**src/rtl/flow_fifo_channel.sv**
```systemverilog
// rtl/flow_fifo_channel.sv - per-flow circular-buffer FIFO with occupancy and overflow-drop pulse
module flow_fifo_channel #(
  parameter int DATA_WIDTH = 32,
  parameter int LOG_DEPTH  = 3
) (
  input  logic                  clk,
  input  logic                  reset,
  input  logic                  push_en,
  input  logic [DATA_WIDTH-1:0] push_data,
  input  logic                  pop_enable,
  output logic                  pop_valid,
  output logic [DATA_WIDTH-1:0] pop_data,
  output logic [LOG_DEPTH-1:0]  pop_dw,
  output logic                  error
);

  localparam int DEPTH = 1 << LOG_DEPTH;
  localparam logic [LOG_DEPTH-1:0] PTR_ONE = LOG_DEPTH'(1);

  logic [DATA_WIDTH-1:0] mem [DEPTH];

  logic [LOG_DEPTH-1:0]  wr_ptr_q, wr_ptr_d;
  logic [LOG_DEPTH-1:0]  rd_ptr_q, rd_ptr_d;
  logic [LOG_DEPTH-1:0]  pop_dw_q, pop_dw_d;
  logic                  pop_valid_q, pop_valid_d;
  logic [DATA_WIDTH-1:0] pop_data_q, pop_data_d;
  logic                  error_q, error_d;

  logic empty, full, pop_acc, push_acc;

  // Acceptance decisions and next-state; a pop frees a slot so a push into a full FIFO still lands
  always_comb begin
    empty       = (wr_ptr_q == rd_ptr_q);
    full        = ((wr_ptr_q + PTR_ONE) == rd_ptr_q);
    pop_acc     = pop_enable && !empty;
    push_acc    = push_en && (!full || pop_acc);

    wr_ptr_d    = wr_ptr_q;
    rd_ptr_d    = rd_ptr_q;
    pop_dw_d    = pop_dw_q;
    pop_valid_d = pop_acc;
    pop_data_d  = pop_data_q;
    error_d     = push_en && !push_acc;

    if (push_acc) begin
      wr_ptr_d = wr_ptr_q + PTR_ONE;
    end
    if (pop_acc) begin
      rd_ptr_d   = rd_ptr_q + PTR_ONE;
      pop_data_d = mem[rd_ptr_q];
    end
    if (push_acc && !pop_acc) begin
      pop_dw_d = pop_dw_q + PTR_ONE;
    end else if (pop_acc && !push_acc) begin
      pop_dw_d = pop_dw_q - PTR_ONE;
    end
  end

  // Storage write; contents are left as-is on reset since the pointers define validity
  always_ff @(posedge clk) begin
    if (!reset && push_acc) begin
      mem[wr_ptr_q] <= push_data;
    end
  end

  // Pointer, occupancy and output registers
  always_ff @(posedge clk) begin
    if (reset) begin
      wr_ptr_q    <= '0;
      rd_ptr_q    <= '0;
      pop_dw_q    <= '0;
      pop_valid_q <= 1'b0;
      pop_data_q  <= '0;
      error_q     <= 1'b0;
    end else begin
      wr_ptr_q    <= wr_ptr_d;
      rd_ptr_q    <= rd_ptr_d;
      pop_dw_q    <= pop_dw_d;
      pop_valid_q <= pop_valid_d;
      pop_data_q  <= pop_data_d;
      error_q     <= error_d;
    end
  end

  assign pop_valid = pop_valid_q;
  assign pop_data  = pop_data_q;
  assign pop_dw    = pop_dw_q;
  assign error     = error_q;

endmodule

```
**config.mk**
```make
export PLATFORM = sky130hd
export DESIGN_NAME = flow_fifo_channel
export DESIGN_NICKNAME = d
export VERILOG_FILES = /design/src/rtl/flow_fifo_channel.sv
export SDC_FILE = /design/constraint.sdc
export NUM_CORES = 1
export LEC_CHECK = 0
export ABC_AREA = 1
export CAP_MARGIN = 20
export CORE_UTILIZATION = 40
export CTS_CLUSTER_DIAMETER = 50
export DETAILED_ROUTE_END_ITERATION = 8
export GPL_TIMING_DRIVEN = 1
export PLACE_DENSITY_LB_ADDON = 0.2
export SETUP_SLACK_MARGIN = 0.02
export SLEW_MARGIN = 10
export SYNTH_ARGS = -nofsm -noshare
export SYNTH_HDL_FRONTEND = slang
export SYNTH_SLANG_ARGS = --single-unit
export TNS_END_PERCENT = 100
```
**constraint.sdc**
```tcl
create_clock -name clk -period 2.81 [get_ports clk]
set_input_delay 0.7025 -clock clk [delete_from_list [all_inputs] [get_ports clk]]
set_output_delay 0.7025 -clock clk [all_outputs]
set_load 0.05 [all_outputs]
```
Yosys cells after proc, flatten, opt, wreduce, memory -nomap -nowiden
Memory sizes are Yosys's and may differ from the RTL's. A register that Yosys moved wholly into a read port is not among the register bits.
Index checks and enable logic that the tools add are counted.
- memories kept: 1
- input bits: 36
- bits in registers: 11
- word-level logic and storage cells: 29
- bits in writable memories: 256
- output and inout bits: 37
- eq/ne operators: 2
- reduce and logical (&&, ||, !) cells: 13
- mux-type cells: 4
- $add $sub $neg: 4
- memories (name ; depth ; bits a word ; rd ports ; clocked after memory_dff ; write ports ; RTL line ; RTL):
    mem ; 8 ; 32 ; 1 ; 1 ; 1 ; 20 ; logic [DATA_WIDTH-1:0] mem [DEPTH];
- operators by type and width (kind ; number):
    3-bit by 1-bit adder with 3-bit output, second input constant ; 3
    3-bit == test ; 2
    1-bit logical AND ; 6
    3-bit 2-to-1 mux ; 2
    1-bit logical NOT ; 5
    3-bit by 1-bit subtractor with 3-bit output, second input constant ; 1
    1-bit 2-to-1 mux ; 2
    2-bit nonzero test ; 1
    1-bit logical OR ; 1

Depth between registers and ports, before layout
Gate-level depths: netlist (run 1).
- depth in word-level cells: 9
- mapped depth: 15
- mapped depth without buffers: 14

Worst setup path before layout (run 1)
OpenSTA, ideal clock, no wires.
- path type: input to register
- from: input reset
- to: memory mem[1][0], enable pin
- cell stages on the path: 4
- path slack: -0.121 ns
- data required time: 2.389 ns
- setup time: 0.421 ns
- buffers on the path: 1
- data arrival time: 2.510 ns
- path through: inv_1 -> buf_1 -> nand2_1 -> nor2_1
- cells in the longest elaborated chain, start to end: 4
- ends and longest elaborated chain (element ; RTL line ; RTL):
    from (decl) ; 7 ; input logic reset,
    1-bit logical NOT ; 61 ; if (!reset && push_acc) begin
    1-bit logical AND ; 61 ;
    1-bit 2-to-1 mux ; 61 ;
    1-bit 2-to-1 mux (implied by the code) ; 62 ; mem[wr_ptr_q] <= push_data;
    to (decl) ; 20 ;
Every way passes these cells.

Worst setup path after layout (run 1)
- from: register rd_ptr_q[2]
- to: memory mem[5][27], enable pin
- cells in the longest elaborated chain, start to end: 8
- elaborated cells between the ends (all ways): 10
- those cells by class: eq/ne: 2; mux: 2; reduce/logical: 6
- ends and longest elaborated chain (element ; RTL line ; RTL):
    from (decl) ; 23 ; logic [LOG_DEPTH-1:0] rd_ptr_q, rd_ptr_d;
    from (signal assigned) ; 77 ; rd_ptr_q <= rd_ptr_d;
    3-bit == test ; 33 ; empty = (wr_ptr_q == rd_ptr_q);
    1-bit logical NOT ; 35 ; pop_acc = pop_enable && !empty;
    1-bit logical AND ; 35 ;
    1-bit logical OR (*) ; 36 ; push_acc = push_en && (!full || pop_acc);
    1-bit logical AND (*) ; 36 ;
    1-bit logical AND (*) ; 61 ;
    1-bit 2-to-1 mux (*) ; 61 ;
    1-bit 2-to-1 mux (implied by the code) (*) ; 62 ;
Every way passes the cells marked *; elsewhere a longest branch is shown, timed or not.

==> results of run 1 <==
==> per-stage QoR <==
stage           util  cells  setup WS [ns]
2_1_floorplan      -    967         -0.121
3_3_place_gp   0.452   1392          0.209
3_5_place_dp   0.452   1392          0.193
4_1_cts        0.490   1454          0.369
5_1_grt        0.490   1454          0.183
6_report       0.490   1454          0.366
==> logic make-up (layout without fill, tap and decap cells) <==
| family | after synthesis | after routing |
|---|---|---|
| AO/OA/AOI/OAI | 269 | 269 |
| XOR/XNOR | 4 | 4 |
| adder cells (fa/ha/maj) | 4 | 4 |
| buffers and inverters | 111 | 214 |
| flip-flops | 299 | 299 |
| AND/OR/NAND/NOR | 280 | 280 |
==> how the worst min path moves through the flow <==
stage / startpoint / slack (ns) / endpoint
floorplan: mem[4][18]$_DFFE_PP_ / 0.56 / pop_data[18]$_SDFFE_PP0P_
global placement: pop_dw[2]$_SDFFE_PP0P_ / 0.46 / pop_dw[2]$_SDFFE_PP0P_
detailed placement: pop_dw[2]$_SDFFE_PP0P_ / 0.46 / pop_dw[2]$_SDFFE_PP0P_
CTS: pop_dw[2]$_SDFFE_PP0P_ / 0.47 / pop_dw[2]$_SDFFE_PP0P_
global route: pop_dw[2]$_SDFFE_PP0P_ / 0.50 / pop_dw[2]$_SDFFE_PP0P_
finish: pop_dw[2]$_SDFFE_PP0P_ / 0.47 / pop_dw[2]$_SDFFE_PP0P_
==> layer usage <==
| layer | up-vias | GRT usage | part of all wire |
|---|---|---|---|
| met3 | 32 | 0.0300 | 0.040 |
| met4 | 0 | 0.0413 | 0.014 |
| met1 | 3629 | 0.253 | 0.48 |
| li1 | 3594 | - | - |
| met2 | 155 | 0.277 | 0.46 |
| met5 | - | 0 | 0 |
==> cells in the mapped netlist <==
library cell,n
a21oi_1,73
buf_1,3
buf_2,18
buf_4,10
buf_6,10
clkbuf_1,22
dfxtp_1,43
edfxtp_1,256
fa_1,1
ha_1,3
inv_1,42
inv_2,3
inv_4,2
inv_6,1
nand2_1,25
nand2_2,2
nand2_4,1
nand3_1,40
nand3_2,1
nand4_1,1
nor2_1,209
nor3_1,1
o211ai_1,32
o21ai_0,150
o21ai_1,14
xnor2_1,2
xor2_1,2
==> flip-flops by register name, indices dropped and copies added (netlist names) <==
register and cells:
error 1, mem 256, pop_data 32, pop_dw 3, pop_valid 1, rd_ptr_q 3
wr_ptr_q 3
==> final cells by class <==
cell class                 count  share of cell area
tap                          384              0.0340
multi-input combinational    557               0.191
inverter                      48              0.0135
sequential                   299               0.606
clock inverter                12             0.00913
clock buffer                  50              0.0689
timing repair buffer         104              0.0770
==> worst reg2reg max path: cells and delay by family, from the launching register on <==
kind	cells	cell delay, ns
AO/OA/AOI/OAI	1	0.19
buffers and inverters	2	0.49
flip-flops	1	0.60
AND/OR/NAND/NOR	6	0.84
==> report_power, final <==
group          switching (mW)  internal [mW]  total, mW
registers               0.135           5.11       5.24
logic                    1.91          0.910       2.82
clock network            1.71           2.61       4.31
==> run metrics, run 1 <==
status=complete, no violations; Tot GR Track Use=0.176; number of warning messages in the yosys log=0; Total Power=12.4 mW; part of the cycle the worst path needs=0.870; post-synthesis mux area share=0; R2R cell count=9; # port buffers=a little over 70; per-cell via count in the routed design=between 5 and 6; remaining antenna violation count=0; placeable core region=0.0288 mm²; peak ir drop on the vdd network=about 440 µV; first-pass GRT wire length=40900 µm; hpwl dp=14400 µm; number of pins with negative max-slew slack in the final report=0; synthesized netlist net count=1007; ports placed on the boundary=between 70 and 80; endpoints failing hold=0; total number of H-tree levels=2; critical path, cell by cell=inv_4 -> nand2_2 -> nand2_1 -> nand3_2 -> nand2_4 -> a21oi_1 -> nand2_1 -> nor2_4 -> buf_4; Die W=173 µm; gate family responsible for the most delay along the worst path=simple AND/OR/NAND/NOR gates; DRC violation count after routing=0; Post-CTS Setup Inserts=0; Syn Inst Count=a little under 1000; fraction of layout cells with a size suffix above 1=0.0944; initial cell density of the core=0.408; maximum number of pins on one net before global-route repair=about 110; max capacitance violation total=0; number of detailed-route iterations in the first pass=5; required time at the endpoint of the critical path=around 3.0 ns; Synth Register Bits=between 200 and 300; CP Capture Type=register; largest incremental delay on the critical path=approximately 0.60 ns; clock latency of the later-clocked register in the worst-skew pair=roughly 0.51 ns; adder and majority cell fraction of the synthesized area=0.00490; fraction of synthesized cell area in xor and xnor cells=0.00298; total negative setup slack=0 ns; Max Clk Rate=slightly above 400 MHz; worst setup path endpoint=mem[5][27]$_DFFE_PP_; capture point of the worst reg-to-reg path=mem[5][27]$_DFFE_PP_; cell area after layout=0.0141 mm²; Final min period=2.44 ns; Data arrival, critical path=around 2.6 ns; number of gates resized after cts=0; count of cells along the worst hold path=2; share of the yosys chip area belonging to registers=0.727; launch instance of the worst register-to-register path=rd_ptr_q[2]$_SDFFE_PP0P_; Crit. Startpoint=rd_ptr_q[2]$_SDFFE_PP0P_; antenna diode instance count=0; Least-Margin Pin Slew=0.712 ns; combinational family with the most area after synthesis=compound AO/OA/AOI/OAI gates; Setup Crit Path Kind=reg2reg; top-area cell type share of the netlist area=0.654; area added between synthesis and finish=20.1%; height of the chip=~170 µm; number of hold buffers added after CTS=0; count of fill cells added during filler insertion=about 2600; clock slew at reported path FFs=~0.05 ns; synthesized area per cell=between 10 and 15 µm²; buffers from clock root to sink, at most=3; routability congestion estimate=around 0.74; Synth cell types=27; leading cell types in the layout, fill and taps excluded=256 x edfxtp_1, 201 x nor2_1, 150 x o21ai_0, 73 x a21oi_1, 72 x clkdlybuf4s50_1; worst hold margin=around 0.47 ns; Clock Sinks=around 300; Synth Area in Compound Gates=0.121; nets=~1100; Avg WL per Cell=17.8 µm; setup repair after global routing missed its margin=no; power density over the cells=a little under 900 mW/mm²; most frequent cell on the critical path=nand2_1; num rows=62; via count of the first global-routing pass=about 7100; number of logic stages on the critical path including buffering=9; placement-stage cell area=about 0.013 mm²; leading post-synthesis cells by cell area=edfxtp_1 65%, dfxtp_1 7.3%, nor2_1 6.7%; CTS Buf Count=35; Startpoint Class=register; reported leakage power=about 4.8 nW; TritonCTS clock tree=built; synthesized area=roughly 0.012 mm²; antenna violations before repair=0; drt initial violations=around 540; top cell type by total area after synthesis=edfxtp_1; worst hold path type=reg2reg; slowest CP cell=dfxtp_2; GRT Residual Overflow=0; sum of buffers and inverters on the critical path=2; most common cell after layout, fill and taps aside=edfxtp_1; FF/Latch Area=0.00855 mm²; Post-Synth Simple-Gate Area=0.0956; clock tree root buffer cell=clkbuf_16; endpoints failing setup=0; Final Skew=0.0179 ns; Reg2Reg Setup Slack=between 0.3 and 0.4 ns; wirelength, routed=25900 µm; total area of multi-input combinational cells=around 0.0027 mm²; floorplan die area=0.0301 mm²; vias after detailed routing=between 7000 and 8000; tightest slew margin relative to the limit=0.525; biggest fanout along the worst timing path=15
No activity file was read; power rests on OpenSTA's default activity.
==> inputs of run 2 (changes only) <==
--- a/config.mk
+++ b/config.mk
@@ -11,7 +11,7 @@
 export CTS_CLUSTER_DIAMETER = 50
 export DETAILED_ROUTE_END_ITERATION = 8
 export GPL_TIMING_DRIVEN = 1
-export PLACE_DENSITY_LB_ADDON = 0.2
+export HOLD_SLACK_MARGIN = 0.02
 export SETUP_SLACK_MARGIN = 0.02
 export SLEW_MARGIN = 10
 export SYNTH_ARGS = -nofsm -noshare
==> run metrics, run 2 (same netlist as run 1, synthesis figures left out) <==
Total Power=between 10 and 15 mW; antenna violations before repair=1; number of hold buffers added after CTS=0; Reg with most FFs=mem; largest incremental delay on the critical path=0.82 ns; worst slack at placement=0.228 ns; endpoints failing hold=0; most common cell after layout, fill and taps aside=edfxtp_1; Tot GR Track Use=0.178; part of the cycle the worst path needs=0.862; utilization of the core after routing=0.495; clock latency of the later-clocked register in the worst-skew pair=0.52 ns; fraction of layout cells with a size suffix above 1=0.103; capture point of the worst reg-to-reg path=mem[3][24]$_DFFE_PP_; Startpoint Class=register; hpwl dp=approximately 14000 µm; CP Capture Type=output pin; nets=1089; height of the chip=approximately 170 µm; routability congestion estimate=around 0.76; per-cell via count in the routed design=5.10; Max Clk Rate=between 400 and 500 MHz; clock tree root buffer cell=clkbuf_16; remaining antenna violation count=0; Setup Crit Path Kind=reg2out; maximum number of pins on one net before global-route repair=between 150 and 200; GRT Residual Overflow=0; met3 Use GR=0.0338; via count of the first global-routing pass=7263; R2R cell count=8; tightest slew margin relative to the limit=0.401; Die W=between 150 and 200 µm; number of gates resized after cts=0; Least-Margin Pin Slew=0.898 ns; gate family responsible for the most delay along the worst path=buffers and inverters; start point of the worst hold path=pop_dw[2]$_SDFFE_PP0P_; Reg2Reg Setup Slack=0.40 ns; count of cells along the worst hold path=2; peak ir drop on the vdd network=just over 400 µV; count of fill cells added during filler insertion=between 2000 and 2500; met2 GRT Util=0.290; DRC violation count after routing=0; slowest CP cell=clkdlybuf4s50_1; Avg WL per Cell=approximately 18 µm; number of pins with negative max-slew slack in the final report=0; TritonCTS clock tree=built; status=complete, no violations; Final min period=around 2.4 ns; Post-Place Cells=between 1000 and 1500; first-pass GRT wire length=41100 µm; num rows=62; # port buffers=around 70; worst hold path type=reg2reg; power density over the cells=approximately 890 mW/mm²; initial cell density of the core=0.408; clock slew at reported path FFs=0.06 ns; max capacitance violation total=0; Clock Sinks=approximately 300; vias after detailed routing=between 7000 and 8000; Final Skew=approximately 0.015 ns; ports placed on the boundary=73; Hold EP=pop_dw[2]$_SDFFE_PP0P_; drt initial violations=between 500 and 600; buffers from clock root to sink, at most=3; post-route insts no fill=between 1000 and 1500; antenna diode instance count=0; required time at the endpoint of the critical path=~2.1 ns; setup repair after global routing missed its margin=no; post-layout worst setup margin=0.387 ns; layer with the highest usage after global routing=met2; endpoints failing setup=0; reported leakage power=4.83 nW; area added between synthesis and finish=21.2%; total number of H-tree levels=2; critical path, cell by cell=clkdlybuf4s50_1; sum of buffers and inverters on the critical path=1; floorplan die area=roughly 0.03 mm²; wirelength, routed=roughly 26000 µm; worst hold margin=0.461 ns; number of flip-flops in the largest register=approximately 260; number of detailed-route iterations in the first pass=5; Data arrival, critical path=1.72 ns; M1 GR Usage=0.237; Post-CTS Setup Inserts=0; leading cell types in the layout, fill and taps excluded=256 x edfxtp_1, 201 x nor2_1, 150 x o21ai_0, 73 x a21oi_1, 72 x clkdlybuf4s50_1; launch instance of the worst register-to-register path=wr_ptr_q[1]$_SDFFE_PP0N_; biggest fanout along the worst timing path=3; CTS Buf Count=36; placeable core region=approximately 0.029 mm²
==> run 2: cell count changes in the layout (fill, tap and decap cells not counted), sizes merged <==
cell | before | now
inv | 53 | 54
clkbuf | 50 | 48
clkinv | 4 | 3
clkinvlp | 1 | 5
bufinv | 2 | 4
buf | 32 | 35
==> run 2: final cells by class <==
| cell class | instances | area [µm²] | area share |
|---|---|---|---|
| Clock inverter | 18 | 236 | 0.0166 |
| Clock buffer | 48 | 987 | 0.0693 |
| Tap cell | 384 | 480 | 0.0337 |
| Multi-Input combinational cell | 557 | 2700 | 0.190 |
| Sequential cell | 299 | 8550 | 0.600 |
| Inverter | 48 | 190 | 0.0134 |
| Timing Repair Buffer | 107 | 1100 | 0.0769 |
==> run 2: layer usage <==
metal  wire length (µm)  up-vias
li1                   -     3612
met1              11500     3553
met2              12300      226
met3               1560       53
met4                688        2
met5                 13        -
==> run 2: power breakdown <==
group	switching [mW]	internal, mW	total [mW]
logic	1.89	0.905	2.80
registers	0.143	5.11	5.25
clock network	1.81	2.89	4.70
==> run 2: worst max-delay path by stage <==
| stage | start | end | cells past startpoint |
|---|---|---|---|
| floorplan | reset | mem[1][0]$_DFFE_PP_ | 4 |
| global placement | pop_enable | pop_dw[2]$_SDFFE_PP0P_ | 11 |
| global route | wr_ptr_q[1]$_SDFFE_PP0N_ | pop_dw[2]$_SDFFE_PP0P_ | 13 |
| CTS | pop_dw[0]$_SDFFE_PP0P_ | pop_dw[0] | 1 |
| detailed placement | pop_enable | mem[3][14]$_DFFE_PP_ | 6 |
| finish | pop_dw[0]$_SDFFE_PP0P_ | pop_dw[0] | 1 |
==> run 2: metrics by stage <==
| stage | area (µm²) | setup TNS, ns |
|---|---|---|
| detailed placement | 13000 | 0 |
| global placement | 13000 | 0 |
| floorplan | 11800 | -26.36 |
| global route | 14200 | 0 |
| CTS | 14200 | 0 |
| finish | 14200 | 0 |
==> run 2: worst register-to-register path, delay by kind of cell (launching register included) <==
kind / cells / cell delay [ns]
buffers and inverters: 1 / 0.23
xor gates and xnor gates: 1 / 0.13
AOI/OAI and AO/OA: 1 / 0.19
DFF: 1 / 0.52
adders and majority gates: 1 / 0.33
and+or+nand+nor: 4 / 0.69
